## config.mk

```make
export PLATFORM = sky130hd
export DESIGN_NAME = pulse_monitor
export DESIGN_NICKNAME = d
export VERILOG_FILES = /design/src/rtl/pulse_monitor.sv
export SDC_FILE = /design/constraint.sdc
export NUM_CORES = 1
export LEC_CHECK = 0
export ABC_AREA = 1
export ABC_CLOCK_PERIOD_IN_PS = 3000
export BUFFER_PORTS_ARGS = -buffer_cell sky130_fd_sc_hd__buf_2
export CORE_ASPECT_RATIO = 0.9
export CORE_UTILIZATION = 62
export DETAILED_ROUTE_END_ITERATION = 12
export PLACE_DENSITY = 0.82
export SLEW_MARGIN = 40
export SYNTH_ARGS = -nofsm -noshare
export SYNTH_HDL_FRONTEND = slang
export SYNTH_SLANG_ARGS = --single-unit
```

## constraint.sdc

```tcl
create_clock -name Clock -period 3 [get_ports Clock]
set_input_delay 0.6 -clock Clock [delete_from_list [all_inputs] [get_ports Clock]]
set_output_delay 0.6 -clock Clock [all_outputs]
set_load 0.03 [all_outputs]
```

## src/rtl/pulse_monitor.sv

```systemverilog
`default_nettype none
// ============================================================================
// Module      : pulse_monitor
// Description : Receive-side checker for a periodic low-pulse waveform.
//               Measures falling-edge-to-falling-edge period and low width,
//               compares them with the expected values, tracks lock and
//               flags mismatches and loss of signal.
// Revision    : 1.0 - initial release
// ============================================================================
module pulse_monitor #(
    parameter int W          = 16,
    parameter int PERIODO    = 500,
    parameter int LARGURA    = 70,
    parameter int TOL        = 0,
    parameter int LOCK_COUNT = 3,
    parameter int TIMEOUT    = 1023
) (
    input  logic         Clock,
    input  logic         Reset,
    input  logic         Entrada,
    output logic [W-1:0] Periodo,
    output logic [W-1:0] Largura,
    output logic         Valido,
    output logic         Travado,
    output logic         Erro
);

    // Match counter only needs to reach LOCK_COUNT
    localparam int c_MW = (LOCK_COUNT < 1) ? 1 : $clog2(LOCK_COUNT + 1);

    localparam logic [W-1:0]    c_PER     = W'(PERIODO);
    localparam logic [W-1:0]    c_LAR     = W'(LARGURA);
    localparam logic [W-1:0]    c_TOL     = W'(TOL);
    localparam logic [W-1:0]    c_TIMEOUT = W'(TIMEOUT);
    localparam logic [c_MW-1:0] c_LOCK    = c_MW'(LOCK_COUNT);

    localparam logic [1:0] c_BUSCA     = 2'd0;
    localparam logic [1:0] c_MED_BAIXO = 2'd1;
    localparam logic [1:0] c_MED_ALTO  = 2'd2;

    logic            r_s1;
    logic            r_s2;
    logic            r_s3;
    logic [1:0]      r_state;
    logic [W-1:0]    r_cnt;
    logic [W-1:0]    r_larg;
    logic [c_MW-1:0] r_match;

    logic            w_fall;
    logic            w_rise;
    logic            w_timeout;
    logic            w_ok;
    logic [c_MW-1:0] w_match_inc;

    // Distance between two unsigned values without wrap-around
    function automatic logic [W-1:0] f_absdiff(input logic [W-1:0] a, input logic [W-1:0] b);
        return (a >= b) ? (a - b) : (b - a);
    endfunction

    assign w_fall      = r_s3 & ~r_s2;
    assign w_rise      = ~r_s3 & r_s2;
    assign w_timeout   = (r_state != c_BUSCA) && (r_cnt == c_TIMEOUT) && !w_fall && !w_rise;
    assign w_ok        = (f_absdiff(r_cnt, c_PER) <= c_TOL) && (f_absdiff(r_larg, c_LAR) <= c_TOL);
    assign w_match_inc = (r_match >= c_LOCK) ? c_LOCK : (r_match + 1'b1);

    // Two-flop synchronizer plus one delay stage for edge detection; idles high
    always_ff @(posedge Clock) begin
        if (Reset) begin
            r_s1 <= 1'b1;
            r_s2 <= 1'b1;
            r_s3 <= 1'b1;
        end else begin
            r_s1 <= Entrada;
            r_s2 <= r_s1;
            r_s3 <= r_s2;
        end
    end

    // Cycles elapsed since the last falling edge; parked at zero while hunting
    always_ff @(posedge Clock) begin
        if (Reset) begin
            r_cnt <= '0;
        end else if (w_fall) begin
            r_cnt <= W'(1);
        end else if (r_state == c_MED_BAIXO || r_state == c_MED_ALTO) begin
            r_cnt <= (r_cnt == {W{1'b1}}) ? r_cnt : (r_cnt + 1'b1);
        end else begin
            r_cnt <= '0;
        end
    end

    // Measurement FSM, match tracking and registered outputs
    always_ff @(posedge Clock) begin
        if (Reset) begin
            r_state <= c_BUSCA;
            r_larg  <= '0;
            r_match <= '0;
            Periodo <= '0;
            Largura <= '0;
            Valido  <= 1'b0;
            Travado <= 1'b0;
            Erro    <= 1'b0;
        end else begin
            Valido <= 1'b0;
            Erro   <= 1'b0;
            if (w_timeout) begin
                // Signal lost: drop lock and hunt for the next falling edge
                Erro    <= 1'b1;
                Travado <= 1'b0;
                r_match <= '0;
                r_state <= c_BUSCA;
            end else begin
                case (r_state)
                    c_BUSCA: begin
                        if (w_fall) begin
                            r_state <= c_MED_BAIXO;
                        end
                    end
                    c_MED_BAIXO: begin
                        if (w_rise) begin
                            r_larg  <= r_cnt;
                            r_state <= c_MED_ALTO;
                        end
                    end
                    c_MED_ALTO: begin
                        if (w_fall) begin
                            // Period complete; the next one already started
                            Periodo <= r_cnt;
                            Largura <= r_larg;
                            Valido  <= 1'b1;
                            r_state <= c_MED_BAIXO;
                            if (w_ok) begin
                                r_match <= w_match_inc;
                                Travado <= (w_match_inc == c_LOCK);
                            end else begin
                                Erro    <= 1'b1;
                                r_match <= '0;
                                Travado <= 1'b0;
                            end
                        end
                    end
                    default: begin
                        r_state <= c_BUSCA;
                    end
                endcase
            end
        end
    end

endmodule
`default_nettype wire
```

# Yosys cells after proc, flatten, opt, wreduce, memory -nomap -nowiden

Index checks and enable logic that the tools add are counted.

$lt $le $gt $ge: 5
Bitwise operators: 7
$add $sub $neg: 6
Muxes and demuxes: 16
Reduce and logical (&&, ||, !) cells: 17
Eq/ne operators: 8

Operators with widths:

| operator                | count |
|---|---|
| $le A16 B1 Y1 const B   | 2 |
| $mux W16                | 2 |
| $add A16 B1 Y16 const B | 1 |
| $eq A16 B10 Y1 const B  | 1 |
| $eq A16 B16 Y1 const B  | 1 |
| $ge A16 B7 Y1 const B   | 1 |
| $ge A16 B9 Y1 const B   | 1 |
| $sub A16 B7 Y16 const B | 1 |
| $sub A16 B9 Y16 const B | 1 |
| $sub A7 B16 Y16 const A | 1 |
| $sub A9 B16 Y16 const A | 1 |
| $mux W1                 | 9 |
| $mux W2                 | 4 |
| $reduce_and A3 Y1       | 2 |
| $reduce_or A3 Y1        | 2 |
| $not A1 Y1              | 5 |
| $eq A2 B2 Y1 const B    | 2 |
| $logic_and A1 B1 Y1     | 4 |
| $pmux W2 S2             | 1 |
| $reduce_and A2 Y1       | 2 |
| $reduce_or A2 Y1        | 2 |
| $ne A3 B3 Y1 const B    | 1 |
| $add A2 B1 Y2 const B   | 1 |
| $and A1 B1 Y1           | 2 |
| other kinds (8)         | 9 |

Output and inout bits: 35
Word-level logic and storage cells: 72
Input port bits: 3
Register bits after elaboration: 74

# Logic depth before layout (Yosys ltp)

Depth in word-level cells: 8
Mapped depth: 17
Gate-level depth less buffers: 16

# Worst setup path after synthesis

No wires, ideal clock.

Path kind: register to register
Start point: register r_cnt[2]
End point: register r_match[0]
Cell stages (with the launch flop): 17
Setup time: 0.064 ns
Data required time: 2.936 ns
Period minus slack after synthesis: 2.017 ns
Buffers on the path: 1
Setup slack: 0.983 ns
Data arrival time: 1.954 ns
Cell sequence: dfxtp_1 inv_1 ha_1 inv_1 nand3_1 nor2_1 nor2_4 nand2_2 buf_6 nand2_2 nand3_2 nand2_2 nor2_2 nand3_2 o21bai_4 nand2_2 nor2_1

Longest elaborated chain between the ends: 5
Elaborated cells on any way between the ends: 12
Those cells by class: 2 x add/sub; 2 x order compare; 1 x eq/ne; 2 x mux; 5 x reduce/logical

Ends and longest elaborated chain:

| what                                                        | RTL line | source |
|---|---|---|
| start: declaration                                          | 45       | `logic [W-1:0] r_cnt;` |
| start signal: assignment                                    | 86       | `r_cnt <= (r_cnt == {W{1'b1}}) ? r_cnt : (r_cnt + 1'b1);` |
| $sub A9 B16 Y16, or another cell as far along               | 57       | `return (a >= b) ? (a - b) : (b - a);` |
| $mux W16 / $logic_and A1 B1 Y1 (equally long branches)      | 57, 62   |  |
| $le A16 B1 Y1 / $logic_and A1 B1 Y1 (equally long branches) | 63, 62   |  |
| $logic_and A1 B1 Y1, on equally long branches               | 63, 62   |  |
| $mux W2 / $reduce_or A2 Y1 (equally long branches)          | -        |  |
| end signal: assignment                                      | 133      | `r_match <= w_match_inc;` |
| end: declaration                                            | 47       | `logic [c_MW-1:0] r_match;` |

Several ways; a longest one is shown, not always the timed one.
A chain may end at the register's enable or synchronous reset.

# Worst setup path in the final report

Start point: register r_cnt[3]
End point: register r_match[1]

Same word-level chain as after synthesis.

==> impl_metrics.json <==
{
  "grt_pass1_wl_um": 19800,
  "finalClockSkew_ns": 0.0123,
  "synth-simple-area-share_pct": 35.2,
  "core_area_mm2": 0.00708,
  "die_h_um": 83.2,
  "initial_core_util_pct": 64.2,
  "startpoint_type": "flip-flop",
  "clock.fmax_ghz": 0.414,
  "routedWlPerCell_um": 14.4,
  "drt_iter0_markers": 246,
  "p_leak_nw": 2.54,
  "port_buffers": 37,
  "syn-cell-area_mm2": 0.00454,
  "setup_violations": 0,
  "numCtsBuffers": 9,
  "dieArea_mm2": 0.00767,
  "synth.area.mux_share_pct": 0,
  "hold_class": "reg2reg",
  "ant_nets": 0,
  "synth_xor_area_share_pct": 2.89,
  "cts.path.max_buffers": 2,
  "final_common_cell": "nand2_1",
  "synth_top_family_by_area": "simple AND/OR/NAND/NOR gates",
  "yosysSeqAreaShare_pct": 32.6,
  "num_rows": 29,
  "synth_fa_ha_area_share_pct": 3.31,
  "drive_above_1_share_pct": 16.0,
  "worst_slew_pin_slew_ns": 0.583,
  "fin_crit_sh_pct": 80.4,
  "grt_pass1_vias": 4034,
  "die_w_um": 92.2,
  "final_hold_viol_count": 0,
  "min_period_ns": 2.41,
  "syn2layout_area_growth_pct": 8.73,
  "final_cell_mix": "nand2_1 (167), dfxtp_1 (74), inv_1 (74), o21ai_0 (66), a21oi_1 (58)",
  "num_io_pins": 38,
  "cp.required_ns": 3.29,
  "first_pass_iters": 5,
  "drcViolationCount": 0,
  "place_congestion": 0.953,
  "finalWorstSetupSlack_ns": 0.587,
  "setup_tns_ns": 0,
  "critPathKind": "reg2reg",
  "dp_slack_ns": 0.671,
  "worstSetupEndpointType": "flip-flop",
  "htreeDepth": 3,
  "postCtsResizedCells": 0,
  "avgSynthCellArea_um2": 6.67,
  "syn_nets": 696,
  "clockRootBuffer": "clkbuf_8",
  "antenna_cells": 0,
  "ir_drop_v": 0.000334,
  "cts.sinks": 74,
  "synth_compound_area_share_pct": 16.1,
  "hold_buffers": 0,
  "fin_util_pct": 69.8,
  "maxSlewViolCount": 0,
  "clkTransAtPathRegs_ns": 0.09,
  "cp_max_fo": 8,
  "ys.warnings.count": 0,
  "netlist-cell-type-count": 39,
  "track_usage_pct": 32.5,
  "final_nets": 724,
  "relSlewSlack_pct": 61.1,
  "antenna_found_initial": 0,
  "hpwl_um": 8660,
  "wl_um": 11600,
  "status": "completed",
  "grt_overflow": 0,
  "cts_tree": "done",
  "powerDensity_mw_per_mm2": 393,
  "maxCapViolCount": 0,
  "clkLatencyLatePin_ns": 0.36,
  "grt_start_max_net_pins": 51,
  "viasPerCell": 5.51,
  "syn_inst": 681,
  "rsz0062_at_grt": "false",
  "post_cts_buffers": 0,
  "vias": 4444,
  "yosys_register_bits": 74,
  "worstPathArrival_ns": 2.70
}
per-stage QoR:
| stage | power (mW) | instances | hold slack (ns) | cell area [um2] |
|---|---|---|---|---|
| detailed placement | 1.18 | 791 | 0.400 | 4740 |
| finish | 1.94 | 807 | 0.405 | 4940 |
| global placement | 1.18 | 791 | 0.394 | 4740 |
| global route | 2.02 | 807 | 0.412 | 4940 |
| CTS | 1.95 | 807 | 0.409 | 4940 |
| floorplan | 1.15 | 681 | 0.389 | 4540 |
power breakdown:
group,total (mW),switching (mW),internal [mW]
sequential,1.00,0.0104,0.991
clock,0.779,0.455,0.323
combinational,0.160,0.108,0.0524
total,1.94,0.573,1.37
layer usage:
layer,share of wire [%],GRT usage [%],up-vias,wire length (um)
li1,-,-,2249,-
met2,45,52.2,174,5200
met1,48,45.0,2003,5600
met4,1.0,8.10,0,119
met3,6.1,6.14,18,707
met5,0,0,-,0
worst max-delay path: stages (launching register included):
cell,delay [ns]
dfxtp_1,0.49
inv_2,0.15
ha_1,0.20
nand2_1,0.13
nand2_1,0.10
nor2_1,0.17
nand2_1,0.14
nand3_1,0.16
nand3_1,0.09
nand2_1,0.10
nand2_2,0.05
nor2_2,0.12
nand3_2,0.13
o21bai_4,0.18
nand2_2,0.06
nor2_1,0.08
synthesized netlist by cell type (all sizes together):
| library cell | n | area share (%) |
|---|---|---|
| nand2 | 181 | 16 |
| inv | 83 | 6.9 |
| nor2 | 75 | 8.8 |
| dfxtp | 74 | 33 |
| o21ai | 70 | 8.0 |
| a21oi | 60 | 6.8 |
| nand3 | 60 | 7.7 |
| clkbuf | 13 | 1.1 |
| xor2 | 13 | 2.5 |
| ha | 12 | 3.3 |
| buf | 11 | 1.9 |
| nor3 | 11 | 1.2 |
| nand4 | 6 | 0.83 |
| or2 | 2 | 0.28 |
| xnor2 | 2 | 0.39 |
| a211oi | 1 | 0.28 |
| a22oi | 1 | 0.17 |
| a31oi | 1 | 0.14 |
| nor3b | 1 | 0.17 |
| nor4 | 1 | 0.14 |
| o211ai | 1 | 0.17 |
| o21bai | 1 | 0.41 |
| o22ai | 1 | 0.14 |
state kept, by name (all words and copies together), names as in the netlist:
register  cells
r_s2          1
Largura      16
Periodo      16
r_s1          1
r_state       2
Travado       1
r_larg       16
r_s3          1
r_match       2
Erro          1
r_cnt        16
Valido        1
worst paths after layout:
path            start  cells after the start  slack (ns)    endpoint
min reg2reg      r_s1                      1        0.40        r_s2
max          r_cnt[3]                     15        0.59  r_match[1]
min              r_s1                      1        0.40        r_s2
max reg2reg  r_cnt[3]                     15        0.59  r_match[1]
cell families (layout without fill, tap and decap cells):
| logic type | count (synthesis) | after routing |
|---|---|---|
| XOR/XNOR | 15 | 15 |
| flip-flops | 74 | 74 |
| buffers and inverters | 107 | 140 |
| AND/OR/NAND/NOR | 337 | 337 |
| AO/OA/AOI/OAI | 136 | 136 |
| adder cells (fa/ha/maj) | 12 | 12 |
final cells by class:
class                           count  area, um2
Tap cell                           93        116
Sequential cell                    74       1480
Multi-Input combinational cell    500       2620
Clock buffer                        9        124
Clock inverter                      7       70.1
Inverter                           83        314
Fill cell                         660       2140
Timing Repair Buffer               41        215
Power figures use the tool's default switching activity.
